### config.mk
export PLATFORM = sky130hd
export DESIGN_NAME = stream_queue_flat
export DESIGN_NICKNAME = d
export VERILOG_FILES = /design/src/rtl/stream_queue_if.sv /design/src/rtl/stream_queue.sv /design/src/flat_wrapper.sv
export SDC_FILE = /design/constraint.sdc
export NUM_CORES = 1
export LEC_CHECK = 0
export CORE_ASPECT_RATIO = 1.75
export CORE_MARGIN = 1
export CORE_UTILIZATION = 49
export CTS_CLUSTER_SIZE = 30
export DETAILED_ROUTE_END_ITERATION = 16
export GPL_TIMING_DRIVEN = 0
export PLACE_DENSITY = 0.75
export SYNTH_ARGS = -nofsm -noshare
export SYNTH_HDL_FRONTEND = slang
export SYNTH_SLANG_ARGS = --single-unit
### constraint.sdc
create_clock -name clk -period 2.15 [get_ports clk]
set_input_delay 0.43 -clock clk [delete_from_list [all_inputs] [get_ports clk]]
set_output_delay 0.43 -clock clk [all_outputs]
set_load 0.01 [all_outputs]
### src/rtl/stream_queue_if.sv
// stream_queue_if: handshake bundle between an upstream producer, the queue and a downstream consumer
//   recv_msg/recv_val/recv_rdy : enqueue side (producer -> queue)
//   send_msg/send_val/send_rdy : dequeue side (queue -> consumer)
//   count                      : queue occupancy, 0..DEPTH
//   modport slave  : the queue itself
//   modport master : the environment driving and observing the queue
interface stream_queue_if #(
    parameter int BIT_WIDTH = 32,
    parameter int DEPTH     = 4
);
    logic [BIT_WIDTH-1:0]     recv_msg;
    logic                     recv_val;
    logic                     recv_rdy;
    logic [BIT_WIDTH-1:0]     send_msg;
    logic                     send_val;
    logic                     send_rdy;
    logic [$clog2(DEPTH):0]   count;

    modport slave (
        input  recv_msg, recv_val, send_rdy,
        output recv_rdy, send_msg, send_val, count
    );

    modport master (
        output recv_msg, recv_val, send_rdy,
        input  recv_rdy, send_msg, send_val, count
    );
endinterface

### src/rtl/stream_queue.sv
// stream_queue: DEPTH-entry circular FIFO with valid/ready handshakes on both sides
//   clk   : single clock, rising edge
//   reset : asynchronous, active-high; clears pointers and occupancy only
//   q     : stream_queue_if.slave (recv_* enqueue side, send_* dequeue side, count)
module stream_queue #(
    parameter int BIT_WIDTH = 32,
    parameter int DEPTH     = 4
) (
    input  logic            clk,
    input  logic            reset,
    stream_queue_if.slave   q
);
    localparam int AW = $clog2(DEPTH);
    localparam int CW = AW + 1;

    logic [BIT_WIDTH-1:0] r_mem [DEPTH];
    logic [AW-1:0]        r_head;
    logic [AW-1:0]        r_tail;
    logic [CW-1:0]        r_count;
    logic                 w_rdy;
    logic                 w_val;
    logic                 w_enq;
    logic                 w_deq;

    // Handshake outputs depend only on the occupancy register: no bypass, no pass-through.
    assign w_rdy = r_count != CW'(DEPTH);
    assign w_val = r_count != '0;
    assign w_enq = q.recv_val && w_rdy;
    assign w_deq = w_val && q.send_rdy;

    assign q.recv_rdy = w_rdy;
    assign q.send_val = w_val;
    assign q.send_msg = w_val ? r_mem[r_head] : '0;
    assign q.count    = r_count;

    // Storage is deliberately left out of reset; stale entries are unreachable once count is 0.
    always_ff @(posedge clk) begin
        if (w_enq) r_mem[r_tail] <= q.recv_msg;
    end

    // DEPTH is a power of two, so the AW-bit pointers wrap modulo DEPTH naturally.
    always_ff @(posedge clk or posedge reset) begin
        if (reset) begin
            r_head  <= '0;
            r_tail  <= '0;
            r_count <= '0;
        end else begin
            if (w_enq) r_tail <= r_tail + AW'(1);
            if (w_deq) r_head <= r_head + AW'(1);
            r_count <= r_count + CW'(w_enq) - CW'(w_deq);
        end
    end
endmodule

### src/flat_wrapper.sv
// flat-port wrapper written by rule: the top's interface ports become plain ports
module stream_queue_flat 
#(
    parameter int BIT_WIDTH = 32,
    parameter int DEPTH     = 4
)
  (clk, reset, q_recv_msg, q_recv_val, q_send_rdy, q_recv_rdy, q_send_msg, q_send_val, q_count);
  stream_queue_if #(.BIT_WIDTH(BIT_WIDTH), .DEPTH(DEPTH)) q_i ();
  input  logic clk;
  input  logic reset;
  input wire logic [$bits(q_i.recv_msg)-1:0] q_recv_msg;
  input wire logic [$bits(q_i.recv_val)-1:0] q_recv_val;
  input wire logic [$bits(q_i.send_rdy)-1:0] q_send_rdy;
  output wire logic [$bits(q_i.recv_rdy)-1:0] q_recv_rdy;
  output wire logic [$bits(q_i.send_msg)-1:0] q_send_msg;
  output wire logic [$bits(q_i.send_val)-1:0] q_send_val;
  output wire logic [$bits(q_i.count)-1:0] q_count;
  assign q_i.recv_msg = q_recv_msg;
  assign q_i.recv_val = q_recv_val;
  assign q_i.send_rdy = q_send_rdy;
  assign q_recv_rdy = q_i.recv_rdy;
  assign q_send_msg = q_i.send_msg;
  assign q_send_val = q_i.send_val;
  assign q_count = q_i.count;
  stream_queue #(.BIT_WIDTH(BIT_WIDTH), .DEPTH(DEPTH)) u_core (.clk(clk), .reset(reset), .q(q_i));
endmodule
# Word level (Yosys, flattened, before mapping)
# Memory sizes are Yosys's and may differ from the RTL's.
# Index checks and enable logic that the tools add are counted.
totals:
  ff_bits: 7
  elab_cells: 15
  n_memories: 1
  mem_bits_rw: 128
  out_inout_bits: 37
  in_bits: 36
classes:
  eq_ne: 1
  add_sub_neg: 4
  muxes: 3
  reduce_logical: 3
mem_list:
  columns: ["memory", "depth", "word_bits", "read_ports", "rd_clocked_by_memory_dff", "write_ports", "line_no", "rtl"]
  rows:
  - ["u_core.r_mem", 4, 32, 1, 0, 1, "stream_queue.sv:16", "logic [BIT_WIDTH-1:0] r_mem [DEPTH];"]
op_table:
  columns: ["cell", "n"]
  rows:
  - ["$mux W32", 1]
  - ["$add A2 B1 Y2 const B", 2]
  - ["$add A3 B1 Y3", 1]
  - ["$ne A3 B3 Y1 const B", 1]
  - ["$reduce_bool A3 Y1", 1]
  - ["$sub A3 B1 Y3", 1]
  - ["$logic_and A1 B1 Y1", 2]
  - ["$mux W1", 2]

# Longest topological paths before layout
# Gate-level depths: netlist of run 1.
logic_depth:
  word_depth: 4
  ltp_mapped: 10
  depth_no_buf: 9

# Worst setup path before layout of run 1
# OpenSTA, ideal clock, no wires.
synth_path:
  kind: "register -> register"
  start: "register u_core.r_count[2] (netlist: u_core.q.count[2])"
  end: "register u_core.r_count[2] (netlist: u_core.q.count[2])"
  arrival_time_ps: 2227
  n_path_buf: 1
  stages_incl_launch_ff: 11
  required_ps: 2022
  setup_time_ps: 128
  synth_period_minus_slack_ps: 2355
  setup_slack_ps: -205
  cell_sequence: "dfrtp_1 or3_1 buf_2 and2_1 ha_1 inv_1 ha_1 inv_1 fa_1 xnor2_1 xnor2_1"
synth_via:
  word_cells_on_any_way: 6
  classes_between: "add/sub (2); eq/ne (1); reduce/logical (3)"
synth_lines:
  columns: ["element", "line_no", "rtl"]
  rows:
  - ["start: declaration", "stream_queue.sv:19", "logic [CW-1:0] r_count;"]
  - ["start signal: assignment", "stream_queue.sv:50", "r_count <= r_count + CW'(w_enq) - CW'(w_deq);"]
  - ["$reduce_bool A3 Y1", "stream_queue.sv:27", "assign w_val = r_count != '0;"]
  - ["$logic_and A1 B1 Y1", "stream_queue.sv:29", "assign w_deq = w_val && q.send_rdy;"]
  - ["named net u_core.w_deq", "stream_queue.sv:23", "logic w_deq;"]
  - ["$sub A3 B1 Y3", "stream_queue.sv:50", null]
# The timed path passes the listed nets, and every way through them passes these cells.
# A chain may end at the register's enable or synchronous reset.

# Worst setup path in the final report of run 1
layout_path:
  start: "register u_core.r_head[0]"
  end: "output q_send_msg[5]"
layout_via:
  elab_chain_cells: 2
layout_rtl:
  columns: ["element", "line_no", "rtl"]
  rows:
  - ["start: declaration", "stream_queue.sv:17", "logic [AW-1:0] r_head;"]
  - ["start signal: assignment", "stream_queue.sv:49", "if (w_deq) r_head <= r_head + AW'(1);"]
  - ["$mem_v2 Z4 W32", null, null]
  - ["$mux W32", "stream_queue.sv:33", "assign q.send_msg = w_val ? r_mem[r_head] : '0;"]
  - ["end: declaration", "flat_wrapper.sv:15", "output wire logic [$bits(q_i.send_msg)-1:0] q_send_msg;"]
# Every way passes these cells.

==> results of run 1 <==
placed cells by master (no fill, tap or decap), types with 4 or more instances in the layout:
cell             Yosys  final
edfxtp_1           128    128
clkdlybuf4s50_1      0     39
mux4_2              28     32
buf_6                1     28
and2_4               0     24
clkbuf_16            0     18
buf_2                4     14
and2_1              37     13
buf_4                0     12
buf_12               3      9
dfrtp_1              7      5
inv_1                7      4
ha_1                 6      4
flip-flops by register name (all words and copies together) (netlist names):
signal          count
u_core.q.count      3
u_core.r_head       2
u_core.r_mem      128
u_core.r_tail       2
routing by layer:
metal  share of wire  global-route usage
met1            0.37               0.206
met2            0.57               0.332
met3           0.045              0.0557
met4           0.020              0.0742
met5               0                   0
metrics by stage:
stage | setup TNS (ps) | cell area [sq um] | total power (uW) | setup slack (ps) | instances
final | -4940 | 7140 | 11000 | -234 | 494
after global routing | -7370 | 7140 | 11500 | -311 | 494
after CTS | -6150 | 7040 | 10800 | -284 | 489
after detailed placement | -51180 | 6230 | 7490 | -378 | 440
after global placement | -125990 | 6220 | 7410 | -957 | 440
after floorplan | -119 | 5350 | 5880 | -103 | 241
timing repair:
item | CTS | global route
buffers inserted | 17 | 8
cloned | 1 | 0
resized for setup | 185 | 22
pin swaps | 25 | 15
endpoints found under the setup margin | 35 | 35
worst register-to-register path, stage by stage, from the launching register on:
cell and delay, ps:
dfrtp_2 410, or3_4 400, buf_12 140, and2_4 140, ha_4 210, inv_2 60, ha_4 120, inv_2 30
fa_2 360, xnor2_2 150, xnor2_1 120
how the worst min path moves through the flow:
| stage | from | endpoint | cells after the start | slack, ps |
|---|---|---|---|---|
| finish | reset | u_core.r_tail[1]$_DFFE_PP0P_ | 2 | 260 |
| global route | reset | u_core.r_tail[1]$_DFFE_PP0P_ | 2 | 320 |
| CTS | reset | u_core.r_tail[1]$_DFFE_PP0P_ | 2 | 260 |
| detailed placement | u_core.q.count[2]$_DFF_PP0_ | u_core.q.count[2]$_DFF_PP0_ | 1 | 510 |
| global placement | u_core.q.count[2]$_DFF_PP0_ | u_core.q.count[2]$_DFF_PP0_ | 1 | 500 |
| floorplan | reset | u_core.q.count[0]$_DFF_PP0_ | 1 | 230 |
cells by family after synthesis:
group / count (synthesis)
xor+xnor: 5
fa+ha+maj: 7
compound gates: 1
flops: 135
mux: 33
buf+inv: 19
simple gates: 41
area by class of cell:
type	instances	area, sq um
Inverter	7	26.3
Fill cell	685	3280
Clock buffer	18	429
Buffer	10	148
Timing Repair Buffer	96	967
Sequential cell	135	4020
Tap cell	127	159
Clock inverter	14	158
Multi-Input combinational cell	87	1230
power by group:
part / internal (uW) / switching [uW]
sequential: 3500 / 163
combinational: 2690 / 1840
clock: 1810 / 1010
total: 8000 / 3020
==> results.ini, run 1 <==
[floorplanning]
core_sq_mm = 0.0104
die_w_um = 80.6
fp-row-count = 49
initial_core_util = 0.508
chipHeight_um = 140
die-area_sq_mm = 0.0113
num_io_pins = 73

[critical_path]
worst-r2r-setup-slack_ps = -100
crit_fanout = 5
cp.required_ps = 1720
crit_buf_inv = 5
crit_chain = buf_6 > buf_12 > buf_12 > buf_6 > mux4_2 > and2_4 > buf_6
cp.arrival_ps = 1950
cp-start-kind = flip-flop
max_stage_delay_ps = 480
worstReg2RegEnd = u_core.q.count[2]$_DFF_PP0_
path_depth = 7
endpoint_kind = output port
cp-startpoint = u_core.r_head[0]$_DFFE_PP0P_
crit_type = flip-flop to output port
ff2ff_path_depth = 10
endpoint = q_send_msg[5]
path_common_cell = buf_6
critical_path.slowest_cell = mux4_2
reg2reg_from = u_core.q.count[1]$_DFF_PP0_
crit_family = buffers and inverters

[synth]
synth_compound_area_frac = 0.00213
synth_nets = 284
ys_warn_count = 0
synth-seq-cells = 135
syn_avg_cell_area_sq_um = 22.0
synth_top_area_frac = 0.725
synth_seq_area_share = 0.758
synth_most_common_cell = edfxtp_1
syn_inst = 241
synth_xor_area_frac = 0.00826
synth_simple_gate_area_frac = 0.0472
synth_area_sq_mm = 0.00530
yosysTopAreaCell = edfxtp_1
synth_commonest_cells = edfxtp_1, and2_1, mux4_2, dfrtp_1, inv_1
synth_adder_area_share = 0.0179
synth.distinct_cells = 20
synth_edf_count = 128
synth_ff_type = edfxtp_1
synthMuxAreaShare = 0.141
netlist_top_cells_area = edfxtp_1, mux4_2, and2_1
async_reset_ff_frac = 0.0519
synth_top_family_by_area = multiplexers

[timing]
setup_ws_ps = -234
fmax_mhz = 419
relSlewSlack = 0.660
hold_violations = 0
whs_ps = 261
finalCritPeriodShare = 1.11
min_period_ps = 2380
skew_ps = 3.61
rsz0062_at_grt = yes
worst_pin_slew_ps = 510
setup_viol = 34
drv_slew = 0

[run]
cap_violations = 0

[cts]
cts_buffers = 17
cts-root-buf = clkbuf_16
cts-htree-levels = 4
path_clk_slew_ps = 50
ctsHoldBuffers = 0
clk_latency_ps = 400
cts.sinks = 135
clockBufferDepth = 2
cts_tree = yes

[detailed_routing]
num_vias = 2588
wirelength_um = 9590
drt.antenna.violating_nets = 0
routedWlPerCell_um = 19.4
drtIter0Drc = 95
drt_pass1_iterations = 4
viasPerCell = 5.24
drc = 0

[power]
peakVddDrop_uv = 1300
p_leak_uw = 0.00256
power_density_mw_per_mm2 = 1540

[global_route]
grt_pass1_vias = 2826
antenna_found_initial = 0
grt_pass1_wl_um = 14800
grt_max_degree = 33
track_usage = 0.188
globalRouteOverflowTotal = 0

[hold_path]
min_path_type = input pin to asynchronous set/reset pin

[status]
violations = setup timing
status = complete, but fails checks

[final_layout]
drive_gt1_frac = 0.447
antenna_cells_inserted = 0
syn_to_final_growth_pct = 34.8
final_nets = 397
fin_util = 0.685

[placement]
place_congestion = 0.650
hpwl_um = 5510
portBuffers = 72

Note: power is estimated with default switching activity, not from simulation.
==> run 2: changes to the inputs <==
- CAP_MARGIN: unset -> 40
==> run 2 against run 1 <==
  * The flow still finishes with violations (setup timing)
  * Total power fell by 2.9%
  * Combinational power down 2%
  * First-iteration DRC count up 16%
  * Critical path type unchanged
  * Critical endpoint is now q_send_msg[8]
  * Largest cell class unchanged
==> results.ini, run 2 (synthesis results as in run 1) <==
[global_route]
antenna_found_initial = 0  ; unchanged
globalRouteOverflowTotal = 0  ; unchanged
track_usage = 0.193  ; +0.00521
grt_pass1_wl_um = 14900  ; +1.1%
grt_pass1_vias = 2826  ; unchanged
grt_max_degree = 26  ; -21%

[critical_path]
crit_buf_inv = 4  ; -1
cp.required_ps = 1720  ; about the same
max_stage_delay_ps = 500  ; +20 ps
endpoint_kind = output port
ff2ff_path_depth = 9  ; -1
crit_type = flip-flop to output port
worstReg2RegEnd = u_core.q.count[2]$_DFF_PP0_
worst-r2r-setup-slack_ps = -50  ; +50 ps
reg2reg_from = u_core.q.count[2]$_DFF_PP0_
cp-start-kind = flip-flop
crit_fanout = 7  ; +2
critical_path.slowest_cell = mux4_2
cp.arrival_ps = 1920  ; -30 ps
crit_chain = buf_8 > buf_12 > buf_12 > mux4_2 > and2_1 > buf_2
path_common_cell = buf_12
crit_family = buffers and inverters

[floorplanning]
die-area_sq_mm = 0.0113  ; unchanged
chipHeight_um = 140  ; unchanged
core_sq_mm = 0.0104  ; unchanged
initial_core_util = 0.508  ; unchanged
die_w_um = 80.6  ; unchanged
num_io_pins = 73  ; unchanged
fp-row-count = 49  ; unchanged

[hold_path]
min_path_type = input pin to asynchronous set/reset pin

[timing]
fmax_mhz = 425  ; +1.3%
setup_viol = 33  ; -2.9%
skew_ps = 6.60  ; +2.99 ps
whs_ps = 259  ; -2.57 ps
drv_slew = 0  ; unchanged
relSlewSlack = 0.716  ; +0.0563
min_period_ps = 2350  ; -29.5 ps
setup_ws_ps = -205  ; +29.5 ps
rsz0062_at_grt = yes
hold_violations = 0  ; unchanged
finalCritPeriodShare = 1.10  ; -0.0137
worst_pin_slew_ps = 423  ; -86.9 ps

[detailed_routing]
drc = 0  ; unchanged
drtIter0Drc = 110  ; +16%
drt.antenna.violating_nets = 0  ; unchanged
drt_pass1_iterations = 4  ; unchanged
routedWlPerCell_um = 19.7  ; +1.7%
viasPerCell = 5.28  ; +0.83%
wirelength_um = 9720  ; +1.3%
num_vias = 2599  ; +0.43%

[final_layout]
syn_to_final_growth_pct = 33.6
layout_commonest_cell = edfxtp_1
final_cells = 492  ; -0.40%
final_cell_mix = edfxtp_1, clkdlybuf4s50_1, mux4_2
largest_reg_flops = 128  ; unchanged
final_nets = 396  ; -0.25%
top_register = u_core.r_mem
antenna_cells_inserted = 0  ; unchanged
drive_gt1_frac = 0.447  ; about the same

[placement]
placed_cells = 444  ; +0.91%
place_congestion = 0.650  ; unchanged
portBuffers = 72  ; unchanged
hpwl_um = 5870  ; +6.6%

[power]
power_density_mw_per_mm2 = 1510  ; -2.1%
peakVddDrop_uv = 1000  ; -23%
p_leak_uw = 0.00252  ; -1.3%

[cts]
path_clk_slew_ps = 60  ; about the same
cts_tree = yes
cts_buffers = 17  ; unchanged
cts-htree-levels = 4  ; unchanged
cts-root-buf = clkbuf_16
clk_latency_ps = 410  ; about the same
ctsHoldBuffers = 0  ; unchanged
clockBufferDepth = 2  ; unchanged
cts.sinks = 135  ; unchanged

[status]
status = complete, but fails checks
violations = setup timing

[run]
cap_violations = 0  ; unchanged

## run 2: worst max path at each step
stage | slack [ps] | endpoint | cells after the start | from
final | -200 | q_send_msg[8] | 6 | u_core.r_head[0]$_DFFE_PP0P_
after global routing | -280 | q_send_msg[8] | 6 | u_core.r_head[0]$_DFFE_PP0P_
after CTS | -230 | q_send_msg[19] | 6 | u_core.r_head[0]$_DFFE_PP0P_
after detailed placement | -220 | q_send_msg[20] | 5 | u_core.r_head[1]$_DFFE_PP0P_
after global placement | -960 | u_core.r_mem[3][13]$_DFFE_PP_ | 3 | q_recv_val
after floorplan | -100 | u_core.q.count[2]$_DFF_PP0_ | 10 | u_core.q.count[1]$_DFF_PP0_
## run 2: per-stage QoR
stage | setup TNS [ps] | utilization | total power, uW | worst slack (ps) | area, sq um
after floorplan | -119 | - | 5880 | -103 | 5350
after global placement | -125990 | 0.597 | 7410 | -957 | 6220
after detailed placement | -17600 | 0.607 | 7600 | -221 | 6320
after CTS | -6140 | 0.681 | 10800 | -227 | 7100
after global routing | -7000 | 0.679 | 11200 | -277 | 7080
final | -4610 | 0.679 | 10700 | -205 | 7080
## run 2: repair_timing
action	in CTS	in global routing
buffers inserted	17	3
pin swaps	36	4
setup endpoints to repair	35	35
resized for setup	190	11
cloned	2	0
## run 2: metal layers
metal  part of all wire  global-route usage
met5                  0                   0
met1               0.36               0.203
met4              0.022              0.0902
met2               0.58               0.350
met3              0.039              0.0472
## run 2: report_power, final
group / leakage [uW] / switching [uW] / total [uW] / internal (uW)
logic: 0.00101 / 1830 / 4450 / 2620
registers: 0.00125 / 161 / 3660 / 3500
clock network: 0.000263 / 1020 / 2590 / 1570
## run 2: final cells by class
class	instances	area (sq um)
flip-flops and latches	135	4020
plain buffers	10	133
fillers	696	3340
well taps	127	159
clock inverters	13	109
inverters	7	26.3
clock buffers	18	429
multi-input cells	87	1230
repair buffers	95	973
==> patch 1: new RTL, flow settings as in run 2 <==
Make the reset (`reset`) synchronous in one clocked block. Comments in the files are not updated.
--- a/src/rtl/stream_queue.sv
+++ b/src/rtl/stream_queue.sv
@@ -39,7 +39,7 @@
     end
 
     // DEPTH is a power of two, so the AW-bit pointers wrap modulo DEPTH naturally.
-    always_ff @(posedge clk or posedge reset) begin
+    always_ff @(posedge clk) begin
         if (reset) begin
             r_head  <= '0;
             r_tail  <= '0;
Check against the original RTL: differs if reset is asserted again (counterexample within 4 cycles, from zero or initial values and one cycle with reset high); with reset held inactive, the same outputs for 10 cycles.
==> patch 1 against run 2 <==
The flow still finishes with violations (negative setup slack); die area grew 2.2%; clock power grew 2%; wire length increased by 0.48%; non-clock buffer count decreased by 8; hold slack gained 0.15 ns; setup slack better by 0.055 ns; sequential cell count grew 2; sequential share of layout area fell by 0.92 points; utilization shrank 0.84 points; total power down 11%; synthesized area increased by 2.3%; cell count is 2.0% higher; final area increased by 2.0%.
==> patch 1: results (changes against run 2) <==
| Metric | Value |
|---|---|
| Seq/Total Area, Yosys | 0.742 (-0.0161) |
| Cts bufs inserted | 17 (unchanged) |
| First-pass GRT wire length | 14.9 mm (-0.32%) |
| Initial antenna violation count | 1 (+1) |
| Htree depth | 4 (unchanged) |
| Synth async-reset ratio | 0 (-0.0519) |
| Reg2reg path depth | 10 (+1) |
| IO buf count | 71 (-1.4%) |
| Iteration-0 DRC Markers | 142 (+29%) |
| Ranking of synthesized cells by area | edfxtp_1, mux4_2, dfxtp_1, nor2b_1, nor2b_4 |
| DR vias | 2675 (+2.9%) |
| Flop-to-flop setup slack | 0.08 ns (+0.13 ns) |
| Post-layout nets | 402 (+1.5%) |
| Least-Margin Pin Slew | 0.477 ns (+0.0536 ns) |
| Type of the worst setup path | flip-flop to output port |
| Clk_lat worst skew | 0.41 ns (about the same) |
| Area post-placement | 6390 um2 (+1.1%) |
| Status | complete, but fails checks |
| Yosys cell types | 28 (+40%) |
| Net Count, Synth | 297 (+4.6%) |
| Setup TNS | -3.90 ns (+0.709 ns) |
| Avg WL per Cell | 19.4 um (-1.5%) |
| Worst R2R Start | u_core.q.count[2] |
| Failing checks | negative setup slack |
| Clk root buf | clkbuf_16 |
| Largest net degree at the start of global routing | 27 (+3.8%) |
| RePlAce Congestion | 0.712 (+9.5%) |
| DP Wirelength | 5.80 mm (-1.3%) |
| Share of layout cells above drive strength 1 | 0.404 (-0.0423) |
| # setup viols final | 32 (-3.0%) |
| Largest register FFs | 128 (unchanged) |
| Crit path capture | q_send_msg[7] |
| Post-route setup slack | -0.150 ns (+0.0548 ns) |
| EDFF count, synth | 128 (unchanged) |
| Hold WC Path Type | input port to flip-flop |
| Crit-path max FO | 5 (-2) |
| Total GRT Usage | 0.188 (-0.00529) |
| Largest Register | u_core.r_mem |
| Top cells by count, synth | edfxtp_1, mux4_2, nor2b_1 |
| Maximum buffer depth of the clock tree | 2 (unchanged) |
| Maximum VDD drop | 0.889 mV (-11%) |
| Leakage Power | 2.54 nW (+0.65%) |
| Pre-Repair DR Iteration Count | 4 (unchanged) |
| RR Endpoint | u_core.q.count[2] |
| Vias in the first global route | 2952 (+4.5%) |
| Pre-CTS WS | -0.362 ns (-0.141 ns) |
| Setup Skew | 0.00493 ns (-0.00167 ns) |
| Critical path arrival | 1.87 ns (-0.05 ns) |
==> patch 1: cell types whose count changed in the layout (fill, tap and decap cells not counted), sizes merged, moves of 4 or more <==
cell   change
dfrtp      -7
nor2       +6
nor2b     +33
xnor2      -4
dfxtp      +9
and2      -32
buf        -7
==> patch 1: final cells by class <==
| type | instances | area, um2 |
|---|---|---|
| clock inverter | 11 | 106 |
| fill | 701 | 3540 |
| multi-input combinational | 99 | 1380 |
| tap | 130 | 163 |
| clock buffer | 20 | 437 |
| timing repair buffer | 86 | 947 |
| inverter | 7 | 26.3 |
| buffer | 11 | 123 |
| sequential | 137 | 4030 |
| antenna | 1 | 2.50 |
==> patch 1: per-layer routing <==
layer | wire [um] | vias to the layer above | share of wire | GRT usage
li1 | - | 1215 | - | -
met1 | 3570 | 1385 | 0.37 | 0.202
met2 | 5660 | 59 | 0.58 | 0.331
met3 | 338 | 16 | 0.035 | 0.0550
met4 | 197 | 0 | 0.020 | 0.0827
met5 | 0 | - | 0 | 0
==> patch 1: worst min path at each step <==
| stage | start | end | cells after the start |
|---|---|---|---|
| floorplan | u_core.r_head[1] | flip-flop | 2 |
| finish | reset | u_core.r_head[0] | 2 |
| detailed placement | u_core.r_head[1] | flip-flop | 2 |
| CTS | reset | u_core.q.count[1] | 2 |
| global placement | u_core.r_head[1] | u_core.r_head[1] | 2 |
| global route | reset | flip-flop | 2 |
==> patch 1: worst max-delay path, stage by stage (launching register included) <==
cell and delay, ns:
dfxtp_2 0.32, buf_6 0.13, buf_12 0.12, buf_12 0.12, mux4_2 0.48, nor2b_1 0.14, buf_2 0.15
==> patch 1: kinds of logic (layout without fill, tap and decap cells) <==
kind of cell / Yosys count / after routing / share of synthesized area
fa+ha+maj: 7 / 7 / 0.0175
compound gates: 4 / 4 / 0.00531
mux: 34 / 34 / 0.137
buf+inv: 18 / 135 / 0.0245
flops: 137 / 137 / 0.742
simple gates: 52 / 52 / 0.0702
other cells: 0 / 1 / 0
xor+xnor: 2 / 2 / 0.00323
==> patch 1: power by group <==
group          total [mW]  switching, mW  internal, mW
combinational        3.43           1.48          1.96
clock                2.65          0.978          1.67
sequential           3.40          0.129          3.27
total                9.48           2.58          6.90
==> patch 1: timing repair <==
action,4_1_cts,5_1_grt
gates cloned,3,0
endpoints found under the setup margin,34,34
pin swaps,2,3
gates resized for setup,169,28
setup buffers,9,1
==> patch 1: metrics by stage <==
step                cells  utilization  hold WS (ns)
finish                502        0.671         0.406
global route          502        0.671         0.437
CTS                   502        0.665         0.374
detailed placement    459        0.594         0.497
global placement      455        0.585         0.485
floorplan             254            -         0.459
==> patch 2: new RTL, config.mk and constraints of run 2 <==
Made on the original files. `BIT_WIDTH` is set to 32 in 3 places; all go to 64.
--- a/src/rtl/stream_queue_if.sv
+++ b/src/rtl/stream_queue_if.sv
@@ -5,7 +5,7 @@
 //   modport slave  : the queue itself
 //   modport master : the environment driving and observing the queue
 interface stream_queue_if #(
-    parameter int BIT_WIDTH = 32,
+    parameter int BIT_WIDTH = 64,
     parameter int DEPTH     = 4
 );
     logic [BIT_WIDTH-1:0]     recv_msg;
--- a/src/rtl/stream_queue.sv
+++ b/src/rtl/stream_queue.sv
@@ -3,7 +3,7 @@
 //   reset : asynchronous, active-high; clears pointers and occupancy only
 //   q     : stream_queue_if.slave (recv_* enqueue side, send_* dequeue side, count)
 module stream_queue #(
-    parameter int BIT_WIDTH = 32,
+    parameter int BIT_WIDTH = 64,
     parameter int DEPTH     = 4
 ) (
     input  logic            clk,
--- a/src/flat_wrapper.sv
+++ b/src/flat_wrapper.sv
@@ -1,7 +1,7 @@
 // flat-port wrapper written by rule: the top's interface ports become plain ports
 module stream_queue_flat 
 #(
-    parameter int BIT_WIDTH = 32,
+    parameter int BIT_WIDTH = 64,
     parameter int DEPTH     = 4
 )
   (clk, reset, q_recv_msg, q_recv_val, q_send_rdy, q_recv_rdy, q_send_msg, q_send_val, q_count);
Ports: changed (resized q_recv_msg and q_send_msg); port bits go from 73 to 137. The function was not compared with the original's and may differ.
==> patch 2 against run 2 <==
Non-clock buffer count grew 85; largest cell class unchanged; the run still ends with negative setup slack left; setup slack worse by 0.19 ns; wire length up 100%; final area is 89% higher; total power increased by 88%; sequential cell count rose by 128; sequential share of layout area grew 2.1 points; utilization down 1.9 points; global-route usage about the same; critical endpoint is now q_send_msg[59]; synthesized area is 90% higher.
==> patch 2: results (changes against run 2) <==
| Metric | Value |
|---|---|
| DP Wirelength | 12.0 mm (+100%) |
| Htree depth | 1 (-3) |
| Initial antenna violation count | 0 (unchanged) |
| Setup Skew | 0.0117 ns (+0.00514 ns) |
| Yosys cell types | 19 (-5.0%) |
| Total GRT Usage | 0.193 (+0.000311) |
| Avg WL per Cell | 22.0 um (+12%) |
| RePlAce Congestion | 0.687 (+5.7%) |
| Least-Margin Pin Slew | 0.417 ns (-0.00621 ns) |
| Post-layout nets | 712 (+80%) |
| Post-route setup slack | -0.392 ns (-0.187 ns) |
| Cts bufs inserted | 23 (+6) |
| Diodes inserted | 0 (unchanged) |
| Final cell count without fillers | 902 (+83%) |
| Placed Cells | 830 (+87%) |
| Critical path arrival | 2.11 ns (+0.19 ns) |
| Area post-placement | 11900 um2 (+88%) |
| Leakage Power | 4.67 nW (+85%) |
| Net Count, Synth | 517 (+82%) |
| Clk_lat worst skew | 0.51 ns (+0.10 ns) |
| Net Sw Power | 5.63 mW (+87%) |
| Max-slew violation count | 0 (unchanged) |
| Fillcell total | 1350 (+94%) |
| Crit-path max FO | 5 (-2) |
| Iteration-0 DRC Markers | 182 (+65%) |
| Failing checks | negative setup slack |
| Largest area contributor in the netlist | edfxtp_1 |
| Yosys warnings | 0 (unchanged) |
| Avg Synthesized Cell Area | 22.8 um2 (+3.7%) |
| Share of layout cells above drive strength 1 | 0.440 (-0.00621) |
| Seq/Total Area, Yosys | 0.780 (+0.0220) |
| Maximum VDD drop | 0.948 mV (-5.4%) |
| Ranking of synthesized cells by area | edfxtp_1, mux4_2, and2_1, dfrtp_1, ha_1 |
| Largest net degree at the start of global routing | 49 (+88%) |
| Setup TNS | -20.91 ns (-16.30 ns) |
| First-pass GRT wire length | 29.7 mm (+99%) |
| Vias per cell | 5.45 (+3.2%) |
| Pre-CTS WS | -0.375 ns (-0.154 ns) |
| Largest register FFs | 256 (+100%) |
| # setup viols final | 67 (+100%) |
| EDFF count, synth | 256 (+100%) |
| IO buf count | 136 (+89%) |
| Critical-path top delay cell | mux4_2 |
| Vias in the first global route | 5319 (+88%) |
| Status | complete, but fails checks |
| Largest Register | u_core.r_mem |
| CP peak stage delay | 0.49 ns |
| Synth async-reset ratio | 0.0266 (-0.0252) |
| Hold WC Path Type | input port to asynchronous set/reset pin |
| Top cells by count, synth | edfxtp_1, and2_1, mux4_2 |
| Maximum buffer depth of the clock tree | 3 (+1) |
==> patch 2: cell count changes after synthesis, sizes merged <==
| cell | before | now |
|---|---|---|
| mux4 | 32 | 64 |
| and2 | 37 | 69 |
| edfxtp | 128 | 256 |
| clkbuf | 4 | 7 |
| buf | 8 | 14 |
==> patch 2: cell type report <==
type / count / area (um2) / share of cell area
clock buffers: 32 / 629 / 0.0471
well taps: 248 / 310 / 0.0232
plain buffers: 21 / 283 / 0.0212
multi-input cells: 152 / 2250 / 0.169
clock inverters: 10 / 130 / 0.00975
inverters: 7 / 26.3 / 0.00197
repair buffers: 169 / 1850 / 0.139
flip-flops and latches: 263 / 7870 / 0.589
==> patch 2: layer usage <==
layer | up-vias | wire length, um | track usage
met1 | 2563 | 7200 | 0.220
met4 | 0 | 478 | 0.0622
met3 | 31 | 966 | 0.0292
met5 | - | 0 | 0
li1 | 2183 | - | -
met2 | 138 | 11200 | 0.363
==> patch 2: power by group through the flow <==
stage	Clock [mW]	Sequential (mW)	Combinational (mW)
final	4.16	7.03	8.93
after floorplan	0	7.09	3.91
after CTS	4.24	7.04	8.63
after global placement	0	7.14	6.87
after global routing	4.40	7.11	9.52
after detailed placement	0	7.17	7.14
==> patch 2: what timing repair did <==
action,4_1_cts,5_1_grt
setup buffers,25,5
resized for setup,393,48
setup endpoints to repair,67,247
cloned,5,2
pin swaps,47,14
hold buffers,0,0
==> patch 2: final timing paths <==
kind	startpoint	end	slack (ns)	cells after the start
worst min-delay path	reset	u_core.r_head[1]	0.21	2
max in group asynchronous	reset	u_core.q.count[2]	1.68	2
min in group clk	q_recv_msg[59]	u_core.r_mem[1][59]	0.56	1
worst min register to register	u_core.r_tail[1]	u_core.r_tail[1]	0.60	1
worst max-delay path	u_core.r_head[0]	q_send_msg[59]	-0.39	6
worst max register to register	u_core.q.count[2]	u_core.q.count[2]	-0.10	10
==> patch 2: cell families after synthesis <==
logic type / synth area share
DFF: 0.780
xor gates and xnor gates: 0.00435
muxes: 0.144
and+or+nand+nor: 0.0447
adders and majority gates: 0.00944
buffers and inverters: 0.0158
AOI/OAI and AO/OA: 0.00112
